**src/rtl/risc8_pkg.sv**
```systemverilog
`default_nettype none
// ============================================================================
//  Module      : risc8_pkg
//  Description : Shared encodings for the 8-bit single-bus CPU control path:
//                sequencer states, bus driver codes, opcodes, ALU codes and
//                the opcode class produced by the decoder.
//  Revision    : 1.0 - initial release
// ============================================================================
package risc8_pkg;

    // Sequencer states
    typedef enum logic [3:0] {
        ST_IDLE   = 4'd0,
        ST_FA     = 4'd1,   // fetch address: PC -> MAR
        ST_FD     = 4'd2,   // fetch data: MEM -> IR
        ST_DEC    = 4'd3,
        ST_EX_ALU = 4'd4,
        ST_EX_MOV = 4'd5,
        ST_SKIP   = 4'd6,   // not-taken branch: step over the operand byte
        ST_OA     = 4'd7,   // operand address: PC -> MAR
        ST_OD     = 4'd8,   // operand data: MEM -> destination
        ST_HALT   = 4'd9
    } seq_state_t;

    // Opcode classes reported by the decoder
    typedef enum logic [2:0] {
        CLS_NOP = 3'd0,
        CLS_HLT = 3'd1,
        CLS_ALU = 3'd2,
        CLS_MOV = 3'd3,
        CLS_LD  = 3'd4,
        CLS_JMP = 3'd5,
        CLS_ILL = 3'd6
    } op_class_t;

    // Bus driver select codes
    localparam logic [2:0] DRV_NONE = 3'd0;
    localparam logic [2:0] DRV_PC   = 3'd1;
    localparam logic [2:0] DRV_MEM  = 3'd2;
    localparam logic [2:0] DRV_REGA = 3'd3;
    localparam logic [2:0] DRV_REGB = 3'd4;
    localparam logic [2:0] DRV_ALU  = 3'd5;

    // Opcodes
    localparam logic [7:0] OP_NOP    = 8'h00;
    localparam logic [7:0] OP_HLT    = 8'h01;
    localparam logic [4:0] OP_ALU_HI = 5'b00010;  // 0x10-0x17, op in ir[2:0]
    localparam logic [7:0] OP_LDA    = 8'h20;
    localparam logic [7:0] OP_LDB    = 8'h21;
    localparam logic [7:0] OP_MOV_BA = 8'h22;     // B <= A
    localparam logic [7:0] OP_MOV_AB = 8'h23;     // A <= B
    localparam logic [7:0] OP_JMP    = 8'h30;
    localparam logic [7:0] OP_JZ     = 8'h31;
    localparam logic [7:0] OP_JC     = 8'h32;

    // ALU opcodes, identical to the ALU's own encoding
    localparam logic [2:0] ALU_ADD = 3'b000;
    localparam logic [2:0] ALU_SUB = 3'b001;
    localparam logic [2:0] ALU_INC = 3'b010;
    localparam logic [2:0] ALU_DEC = 3'b011;
    localparam logic [2:0] ALU_AND = 3'b100;
    localparam logic [2:0] ALU_OR  = 3'b101;
    localparam logic [2:0] ALU_XOR = 3'b110;
    localparam logic [2:0] ALU_ADC = 3'b111;

    // State that follows the last cycle of an instruction
    function automatic seq_state_t boundary_next(input logic run);
        seq_state_t nxt;
        if (run) nxt = ST_FA;
        else     nxt = ST_IDLE;
        return nxt;
    endfunction

endpackage
`default_nettype wire

```
**src/rtl/bus_seq_decode.sv**
```systemverilog
`default_nettype none
// ============================================================================
//  Module      : bus_seq_decode
//  Description : Combinational opcode classifier for the bus sequencer.
//                Reports the instruction class, the ALU opcode, whether a
//                (conditional) jump is taken and whether the opcode is
//                undefined.
//  Revision    : 1.0 - initial release
// ============================================================================
module bus_seq_decode
    import risc8_pkg::*;
(
    input  logic [7:0] ir,
    input  logic       flag_z,
    input  logic       flag_c,
    output op_class_t  op_class,
    output logic [2:0] alu_op,
    output logic       jump_taken,
    output logic       illegal
);

    // Classify the opcode; anything not matched stays illegal
    always_comb begin
        op_class   = CLS_ILL;
        alu_op     = ALU_ADD;
        jump_taken = 1'b0;
        if (ir[7:3] == OP_ALU_HI) begin
            op_class = CLS_ALU;
            alu_op   = ir[2:0];
        end else begin
            case (ir)
                OP_NOP:    op_class = CLS_NOP;
                OP_HLT:    op_class = CLS_HLT;
                OP_LDA,
                OP_LDB:    op_class = CLS_LD;
                OP_MOV_BA,
                OP_MOV_AB: op_class = CLS_MOV;
                OP_JMP: begin
                    op_class   = CLS_JMP;
                    jump_taken = 1'b1;
                end
                OP_JZ: begin
                    op_class   = CLS_JMP;
                    jump_taken = flag_z;
                end
                OP_JC: begin
                    op_class   = CLS_JMP;
                    jump_taken = flag_c;
                end
                default:   op_class = CLS_ILL;
            endcase
        end
    end

    assign illegal = (op_class == CLS_ILL);

endmodule
`default_nettype wire

```
**src/rtl/bus_sequencer.sv**
```systemverilog
`default_nettype none
// ============================================================================
//  Module      : bus_sequencer
//  Description : Fetch/decode/execute control sequencer for the 8-bit
//                single-bus CPU. Selects one bus driver per cycle, pulses
//                destination write strobes, drives the ALU opcode, advances
//                the PC and waits on memory with an optional timeout.
//  Revision    : 1.0 - initial release
// ============================================================================
module bus_sequencer
    import risc8_pkg::*;
#(
    parameter int WAIT_LIMIT = 0    // max consecutive wait cycles, 0 = unlimited
) (
    input  logic       clk,
    input  logic       reset_n,
    input  logic       run,
    input  logic [7:0] ir,
    input  logic       flag_z,
    input  logic       flag_c,
    input  logic       mem_ready,
    output logic [2:0] drv_sel,
    output logic       mem_rd,
    output logic       mar_we,
    output logic       ir_we,
    output logic       rega_we,
    output logic       regb_we,
    output logic       pc_we,
    output logic       pc_inc,
    output logic       flags_we,
    output logic [2:0] alu_op,
    output logic [3:0] step,
    output logic       halted,
    output logic       illegal_op,
    output logic       bus_err
);

    // Wait counter only needs to hold 0..WAIT_LIMIT-1: the cycle that would
    // make it reach WAIT_LIMIT is the timeout cycle itself.
    localparam int              c_WCW       = (WAIT_LIMIT > 1) ? $clog2(WAIT_LIMIT) : 1;
    localparam logic [c_WCW-1:0] c_WAIT_LAST = c_WCW'(WAIT_LIMIT - 1);

    seq_state_t       r_state;
    seq_state_t       w_state_nxt;
    logic [3:0]       r_step;
    logic [c_WCW-1:0] r_wait_cnt;
    logic             r_bus_err;
    logic             w_in_mem_wait;
    logic             w_wait_hit;

    op_class_t        w_op_class;
    logic [2:0]       w_alu_op;
    logic             w_jump_taken;
    logic             w_illegal;

    bus_seq_decode u_decode (
        .ir         (ir),
        .flag_z     (flag_z),
        .flag_c     (flag_c),
        .op_class   (w_op_class),
        .alu_op     (w_alu_op),
        .jump_taken (w_jump_taken),
        .illegal    (w_illegal)
    );

    assign w_in_mem_wait = ((r_state == ST_FD) || (r_state == ST_OD)) && !mem_ready;
    assign w_wait_hit    = (WAIT_LIMIT > 0) && w_in_mem_wait && (r_wait_cnt == c_WAIT_LAST);

    // State register
    always_ff @(posedge clk or negedge reset_n) begin
        if (!reset_n) r_state <= ST_IDLE;
        else          r_state <= w_state_nxt;
    end

    // Next-state and per-state control outputs
    always_comb begin
        w_state_nxt = r_state;
        drv_sel     = DRV_NONE;
        mem_rd      = 1'b0;
        mar_we      = 1'b0;
        ir_we       = 1'b0;
        rega_we     = 1'b0;
        regb_we     = 1'b0;
        pc_we       = 1'b0;
        pc_inc      = 1'b0;
        flags_we    = 1'b0;
        alu_op      = ALU_ADD;
        halted      = 1'b0;
        illegal_op  = 1'b0;
        case (r_state)
            ST_IDLE: begin
                if (run) w_state_nxt = ST_FA;
            end
            ST_FA: begin
                drv_sel     = DRV_PC;
                mar_we      = 1'b1;
                w_state_nxt = ST_FD;
            end
            ST_FD: begin
                drv_sel = DRV_MEM;
                mem_rd  = 1'b1;
                if (mem_ready) begin
                    ir_we       = 1'b1;
                    pc_inc      = 1'b1;
                    w_state_nxt = ST_DEC;
                end else if (w_wait_hit) begin
                    w_state_nxt = ST_HALT;
                end
            end
            ST_DEC: begin
                illegal_op = w_illegal;
                case (w_op_class)
                    CLS_HLT: w_state_nxt = ST_HALT;
                    CLS_ALU: w_state_nxt = ST_EX_ALU;
                    CLS_MOV: w_state_nxt = ST_EX_MOV;
                    CLS_LD:  w_state_nxt = ST_OA;
                    CLS_JMP: w_state_nxt = w_jump_taken ? ST_OA : ST_SKIP;
                    default: w_state_nxt = boundary_next(run);   // NOP, illegal
                endcase
            end
            ST_EX_ALU: begin
                drv_sel     = DRV_ALU;
                alu_op      = w_alu_op;
                rega_we     = 1'b1;
                flags_we    = 1'b1;
                w_state_nxt = boundary_next(run);
            end
            ST_EX_MOV: begin
                if (ir == OP_MOV_BA) begin
                    drv_sel = DRV_REGA;
                    regb_we = 1'b1;
                end else begin
                    drv_sel = DRV_REGB;
                    rega_we = 1'b1;
                end
                w_state_nxt = boundary_next(run);
            end
            ST_SKIP: begin
                pc_inc      = 1'b1;
                w_state_nxt = boundary_next(run);
            end
            ST_OA: begin
                drv_sel     = DRV_PC;
                mar_we      = 1'b1;
                w_state_nxt = ST_OD;
            end
            ST_OD: begin
                drv_sel = DRV_MEM;
                mem_rd  = 1'b1;
                if (mem_ready) begin
                    if (w_op_class == CLS_LD) begin
                        // the operand byte is consumed, so the PC moves past it
                        if (ir == OP_LDB) regb_we = 1'b1;
                        else              rega_we = 1'b1;
                        pc_inc = 1'b1;
                    end else begin
                        pc_we = 1'b1;
                    end
                    w_state_nxt = boundary_next(run);
                end else if (w_wait_hit) begin
                    w_state_nxt = ST_HALT;
                end
            end
            ST_HALT: begin
                halted = 1'b1;
            end
            default: w_state_nxt = ST_IDLE;
        endcase
    end

    // Cycle index within the instruction; restarts at FA, parked at 0 otherwise
    always_ff @(posedge clk or negedge reset_n) begin
        if (!reset_n) begin
            r_step <= 4'd0;
        end else if ((w_state_nxt == ST_FA) || (w_state_nxt == ST_IDLE) ||
                     (w_state_nxt == ST_HALT)) begin
            r_step <= 4'd0;
        end else if (r_step != 4'hF) begin
            r_step <= r_step + 4'd1;
        end
    end

    // Consecutive memory wait cycles; any non-wait cycle (including FA/OA
    // before each access) clears it
    always_ff @(posedge clk or negedge reset_n) begin
        if (!reset_n) begin
            r_wait_cnt <= '0;
        end else if ((WAIT_LIMIT > 0) && w_in_mem_wait && !w_wait_hit) begin
            r_wait_cnt <= r_wait_cnt + 1'b1;
        end else begin
            r_wait_cnt <= '0;
        end
    end

    // Sticky bus error on memory timeout
    always_ff @(posedge clk or negedge reset_n) begin
        if (!reset_n)        r_bus_err <= 1'b0;
        else if (w_wait_hit) r_bus_err <= 1'b1;
    end

    assign step    = r_step;
    assign bus_err = r_bus_err;

endmodule
`default_nettype wire

```
**config.mk**
```make
export PLATFORM = sky130hd
export DESIGN_NAME = bus_sequencer
export DESIGN_NICKNAME = d
export VERILOG_FILES = /design/src/rtl/risc8_pkg.sv /design/src/rtl/bus_seq_decode.sv /design/src/rtl/bus_sequencer.sv
export SDC_FILE = /design/constraint.sdc
export NUM_CORES = 1
export LEC_CHECK = 0
export BUFFER_PORTS_ARGS = -buffer_cell sky130_fd_sc_hd__buf_2
export CORE_MARGIN = 2
export CORE_UTILIZATION = 45
export DETAILED_ROUTE_END_ITERATION = 7
export GPL_ROUTABILITY_DRIVEN = 0
export PLACE_DENSITY = 0.75
export SETUP_SLACK_MARGIN = 0.05
export SKIP_CTS_REPAIR_TIMING = 1
export SLEW_MARGIN = 10
export SYNTH_ARGS = -nofsm -noshare
export SYNTH_HDL_FRONTEND = slang
export SYNTH_SLANG_ARGS = --single-unit
```
**constraint.sdc**
```tcl
create_clock -name clk -period 2.6 [get_ports clk]
set_input_delay 0.13 -clock clk [delete_from_list [all_inputs] [get_ports clk]]
set_output_delay 0.13 -clock clk [all_outputs]
set_load 0.05 [all_outputs]
```
==> key figures, run 1 <==
Logic synthesis
  • Mapped Cells: 112
  • Synthesized net count: 127
  • Seq cells post-synth: 8
  • Top_reg_cell synth: dfrtp_1
  • Synth Cell Area: 873 sq um
  • Sequential element share of the synthesized area: 0.229
  • Post-synth ARST share: 1.00
  • Post-synth EDFFs: 0
  • Mean Syn Cell Area: 7.80 sq um
  • Netlist cell types: 46
  • Synth Warn #: 0

Setup path
  • Setup Crit Path Kind: reg2out
  • Critical path peak fanout: 14
  • CP max stage cell: dfrtp_1
  • CP startpoint kind: flip-flop
  • Crit-path cells: nand2b_2 > nor3_2 > and3_1 > and2_1 > buf_2
  • WP buf/inv: 1
  • CP max stage delay: 0.53 ns
  • Critical path's top delay family: simple AND/OR/NAND/NOR gates
  • Worst EP arrival: 1.83 ns
  • CP endpoint kind: primary output
  • Req. time, crit path: 2.47 ns
  • R2r setup slk: 0.84 ns

Placed design
  • Dpl ws: 0.873 ns
  • Placed wire-length estimate: 1750 um
  • Placed inst area: 0.00103 sq mm
  • IO buf count: 33

Pwr
  • Switch Pwr: 0.577 mW
  • Power density cells: 918 mW/mm^2
  • Seq pwr share: 0.250
  • Internal Power: 0.399 mW
  • Worst VDD drop: 0.523 mV
  • Post-route total power: 0.976 mW
  • Power share of the clock group: 0.092
  • Leak pwr: 0.529 nW
  • Logic pwr share: 0.657
  • Net Sw Frac: 0.591

CTS
  • Worst skew pair latency: 0.25 ns
  • CTS tree: done
  • Worst-case clock buffer depth: 2
  • CTS clk-pin slew, worst paths: 0.05 ns
  • CTS Sinks: 8
  • H-Tree Depth: 1
  • Num CTS Buffers: 3
  • Clock root buffer: clkbuf_4

Timing
  • Final worst path period need: 1.96 ns
  • Period Utilization, post-route: 0.755
  • Setup TNS: 0 ns
  • Setup violators final: 0
  • Final Hold Vio Count: 0
  • Fin. max-slew vios: 0
  • Setup WS post-layout: 0.637 ns
  • Fmax: 509 MHz
  • RSZ-0062 raised after global routing: no
  • Clock skew: 0.00470 ns

Floorplanning
  • Core area: 0.00178 sq mm
  • Die width: 48.1 um
  • Die area: 0.00231 sq mm
  • Initial Util: 0.490
  • Site row count: 15
  • Number of I/O pins: 35
  • Die Y: 48.1 um

Detailed routing
  • Met2 WL: 1120 um
  • Final routed DRC violation total: 0
  • Drt via density: 5.58
  • Top layer in use: met4
  • DR WL met3: 90 um
  • Vias after detailed routing: 937
  • Iteration-0 DRC count of the detailed router: 30
  • WL final: 2210 um
  • Final ANT Viol Nets: 0
  • Post-Route M1 WL: 994 um
  • Drt pass-1 iters: 4
  • WL per Instance: 13.2 um

Finish
  • Fin nets: 160
  • Commonest cells after routing, fill and taps aside: buf_2 (33), nand2b_1 (9), nand2_1 (9)
  • Antenna Cells: 0
  • Commonest non-fill, non-tap cell in the layout: buf_2
  • Area growth, synth to finish: 21.8%
  • Fin util: 0.596
  • Share of layout cells above drive strength 1: 0.315
  • Fin area: 0.00106 sq mm

Status
  • Result of the run: finished, final reports clean

Global route
  • Number of global-route vias before repair: 834
  • Initial antenna violation count: 0
  • Total GRT Usage: 0.210
  • Pin count of the biggest net entering global routing: 15
  • Grt ovf: 0
  • Global-route wire length before repair: 3450 um

Min path
  • Hold Path Class: in2reg

Run
  • Max-Cap Viols: 0
synthesized netlist by cell type, types with 2 or more instances:
library cell | n | share of area
nand2_1 | 9 | 0.039
nand2b_1 | 9 | 0.064
dfrtp_1 | 8 | 0.23
nor2_1 | 8 | 0.034
a21oi_1 | 6 | 0.034
and3_1 | 6 | 0.043
inv_1 | 5 | 0.021
nor2b_1 | 5 | 0.036
nor3_1 | 5 | 0.029
nand3_1 | 4 | 0.023
and2_1 | 3 | 0.021
nand4_1 | 3 | 0.021
o21ai_0 | 3 | 0.017
buf_2 | 2 | 0.011
buf_6 | 2 | 0.026
nor3_2 | 2 | 0.023
o21bai_1 | 2 | 0.017
xnor2_1 | 2 | 0.020
worst min-delay path: stages:
cell and delay (ns):
buf_2 0.13, nand4_1 0.08, nand4_1 0.09
path summary, 6_finish.rpt:
| check | cells past startpoint | endpoint | start |
|---|---|---|---|
| max in group asynchronous | 2 | step[1]$_DFFE_PN0P_ | reset_n |
| max reg2reg | 4 | step[3]$_DFFE_PN0P_ | r_state[3]$_DFF_PN0_ |
| min reg2reg | 2 | step[0]$_DFFE_PN0P_ | step[0]$_DFFE_PN0P_ |
| min | 3 | r_state[0]$_DFF_PN0_ | run |
| max | 5 | alu_op[1] | r_state[3]$_DFF_PN0_ |
| min in group asynchronous | 2 | step[3]$_DFFE_PN0P_ | reset_n |
sequential cells by signal, summed over array words and instances (netlist names):
signal   cells
step         4
r_state      4
power groups by stage:
stage | Sequential [mW] | Clock (mW) | Combinational, mW
finish | 0.244 | 0.0901 | 0.642
global route | 0.254 | 0.102 | 0.680
CTS | 0.241 | 0.0940 | 0.643
detailed placement | 0.244 | 0 | 0.641
global placement | 0.241 | 0 | 0.627
floorplan | 0.283 | 0 | 0.468
kinds of logic (layout without fill, tap and decap cells):
| logic type | after synthesis | count (layout) | share of synthesized area |
|---|---|---|---|
| AOI/OAI and AO/OA | 26 | 26 | 0.223 |
| and+or+nand+nor | 62 | 62 | 0.426 |
| buffers and inverters | 11 | 42 | 0.0716 |
| adders and majority gates | 1 | 1 | 0.0143 |
| xor gates and xnor gates | 2 | 2 | 0.0201 |
| DFF | 8 | 8 | 0.229 |
| other | 1 | 1 | 0.00429 |
| muxes | 1 | 1 | 0.0115 |
per-stage QoR:
step	instances	hold slack, ns
2_1_floorplan	112	-0.166
3_3_place_gp	164	-0.0231
3_5_place_dp	164	-0.0209
4_1_cts	167	-0.290
5_1_grt	168	0.218
6_report	168	0.239
metal layers:
layer / vias to the layer above / GRT usage
met1: 441 / 0.285
met5: - / 0
met2: 25 / 0.341
li1: 469 / -
met3: 2 / 0.0491
met4: 0 / 0.0378
final cells by class:
cell class                 count  area, sq um
clock buffer                   3         22.5
fill                         174          719
inverter                       5         18.8
multi-input combinational     93          616
sequential                     8          200
tap                           25         31.3
timing repair buffer          34          175
(Power assumes the default switching activity.)
==> run 2, diff against run 1 <==
- clock period: 2.6 -> 2.04 ns (I/O delays scaled with it)
==> key figures, run 2 (same netlist as run 1, synthesis figures left out) <==
Pwr
  • Worst VDD drop: 0.526 mV (was 0.523 mV)
  • Leak pwr: 0.534 nW (was 0.529 nW)
  • Switch Pwr: 0.724 mW (was 0.577 mW)
  • Logic pwr share: 0.650 (was 0.657)
  • Net Sw Frac: 0.584 (was 0.591)
  • Power share of the clock group: 0.096 (was 0.092)
  • Internal Power: 0.515 mW (was 0.399 mW)
  • Seq pwr share: 0.254 (was 0.250)
  • Power density cells: 1140 mW/mm^2 (was 918 mW/mm^2)

CTS
  • CTS clk-pin slew, worst paths: 0.05 ns (about the same)
  • Num CTS Buffers: 3 (unchanged)
  • CTS Sinks: 8 (unchanged)
  • CTS tree: done (unchanged)
  • Worst-case clock buffer depth: 2 (unchanged)
  • Worst skew pair latency: 0.25 ns (about the same)
  • H-Tree Depth: 1 (unchanged)
  • Clock root buffer: clkbuf_4 (unchanged)

Setup path
  • Req. time, crit path: 1.94 ns (was 2.47 ns)
  • Critical path peak fanout: 9 (was 14)
  • CP startpoint kind: flip-flop (unchanged)
  • CP endpoint kind: primary output (unchanged)
  • Worst EP arrival: 1.72 ns (was 1.83 ns)
  • Setup Crit Path Kind: reg2out (unchanged)

Global route
  • Pin count of the biggest net entering global routing: 14 (was 15)
  • Total GRT Usage: 0.200 (was 0.210)
  • Number of global-route vias before repair: 746 (was 834)
  • Grt ovf: 0 (unchanged)
  • Global-route wire length before repair: 3290 um (was 3450 um)
  • Initial antenna violation count: 0 (unchanged)

Floorplanning
  • Die Y: 48.1 um (unchanged)
  • Die width: 48.1 um (unchanged)
  • Number of I/O pins: 35 (unchanged)
  • Die area: 0.00231 sq mm (unchanged)
  • Initial Util: 0.490 (unchanged)
  • Site row count: 15 (unchanged)
  • Core area: 0.00178 sq mm (unchanged)

Detailed routing
  • Final ANT Viol Nets: 0 (unchanged)
  • Drt via density: 5.47 (was 5.58)
  • Final routed DRC violation total: 0 (unchanged)
  • Iteration-0 DRC count of the detailed router: 20 (was 30)
  • Drt pass-1 iters: 4 (unchanged)
  • WL final: 2140 um (was 2210 um)
  • WL per Instance: 12.7 um (was 13.2 um)
  • Vias after detailed routing: 924 (was 937)

Placed design
  • IO buf count: 33 (unchanged)
  • Dpl ws: 0.329 ns (was 0.873 ns)
  • Placed wire-length estimate: 1670 um (was 1750 um)

Finish
  • Fin nets: 161 (was 160)
  • Storage cell area: 204 sq um (was 200 sq um)
  • Commonest non-fill, non-tap cell in the layout: buf_2 (unchanged)
  • Share of layout cells above drive strength 1: 0.354 (was 0.315)
  • Antenna Cells: 0 (unchanged)
  • Commonest cells after routing, fill and taps aside: buf_2 (33), nand2b_1 (9), nand2_1 (9) (unchanged)
  • Area growth, synth to finish: 24.2% (was 21.8%)
  • Filler Cell Count: 172 (was 174)
  • Area of the multi-input gates: 626 sq um (was 616 sq um)

Timing
  • Period Utilization, post-route: 0.895
  • Final Hold Vio Count: 0 (unchanged)
  • Setup WS post-layout: 0.215 ns (was 0.637 ns)
  • Fin. max-slew vios: 0 (unchanged)
  • RSZ-0062 raised after global routing: no (unchanged)
  • Final worst path period need: 1.82 ns
  • Setup TNS: 0 ns (unchanged)
  • Clock skew: 0.00559 ns (was 0.00470 ns)
  • Worst slew pin tran: 0.473 ns
  • Slew HR: 0.676
  • Setup violators final: 0 (unchanged)
  • Fmax: 548 MHz

Min path
  • Hold Path Class: in2reg (unchanged)

Status
  • Result of the run: finished, final reports clean (unchanged)

Run
  • Max-Cap Viols: 0 (unchanged)
-- run 2: changes by cell type in the layout (fill, tap and decap cells not counted) --
cell      change
dfrtp_1       -3
dfrtp_2       +3
a211oi_1      -1
a211oi_2      +1
buf_4         +1
nor3_1        -1
nor3_2        +1
-- run 2: through the flow --
stage	instance area (sq um)	total power, mW	util	hold WS, ns	instances
2_1_floorplan	888	0.966	-	-0.194	112
3_3_place_gp	1050	1.11	0.588	-0.0499	165
3_5_place_dp	1050	1.12	0.588	-0.0498	165
4_1_cts	1070	1.24	0.601	-0.320	168
5_1_grt	1080	1.33	0.608	0.180	169
6_report	1080	1.24	0.608	0.177	169
-- run 2: final timing paths --
path	startpoint	to	slack, ns	cells past startpoint
setup reg to reg	r_state[0]$_DFF_PN0_	step[3]$_DFFE_PN0P_	0.34	4
setup / recovery	r_state[3]$_DFF_PN0_	illegal_op	0.22	5
hold reg to reg	step[1]$_DFFE_PN0P_	step[1]$_DFFE_PN0P_	0.61	2
max in group asynchronous	reset_n	r_state[1]$_DFF_PN0_	1.60	2
min in group asynchronous	reset_n	step[3]$_DFFE_PN0P_	0.25	2
hold / removal	run	r_state[0]$_DFF_PN0_	0.18	3
-- run 2: layout make-up --
cell class	instances	area share
Clock buffer	3	0.0208
Inverter	5	0.0173
Multi-Input combinational cell	93	0.577
Tap cell	25	0.0288
Sequential cell	8	0.188
Timing Repair Buffer	35	0.168
-- run 2: power groups by stage --
stage | Clock, mW | Sequential, mW | Combinational [mW]
6_report | 0.119 | 0.315 | 0.805
5_1_grt | 0.139 | 0.326 | 0.866
4_1_cts | 0.123 | 0.307 | 0.809
3_5_place_dp | 0 | 0.310 | 0.807
3_3_place_gp | 0 | 0.304 | 0.805
2_1_floorplan | 0 | 0.361 | 0.605
-- run 2: critical path, stage by stage, from the launching register on --
cell	delay [ns]
dfrtp_1	0.47
buf_4	0.20
nor3_2	0.27
nand2_1	0.10
a31oi_1	0.15
buf_2	0.28
-- run 2: routing by layer --
| metal | GRT usage | up-vias | routed length, um |
|---|---|---|---|
| li1 | - | 471 | - |
| met1 | 0.287 | 423 | 992 |
| met2 | 0.309 | 28 | 1030 |
| met3 | 0.0453 | 2 | 108 |
| met4 | 0.0324 | 0 | 12 |
| met5 | 0 | - | 0 |
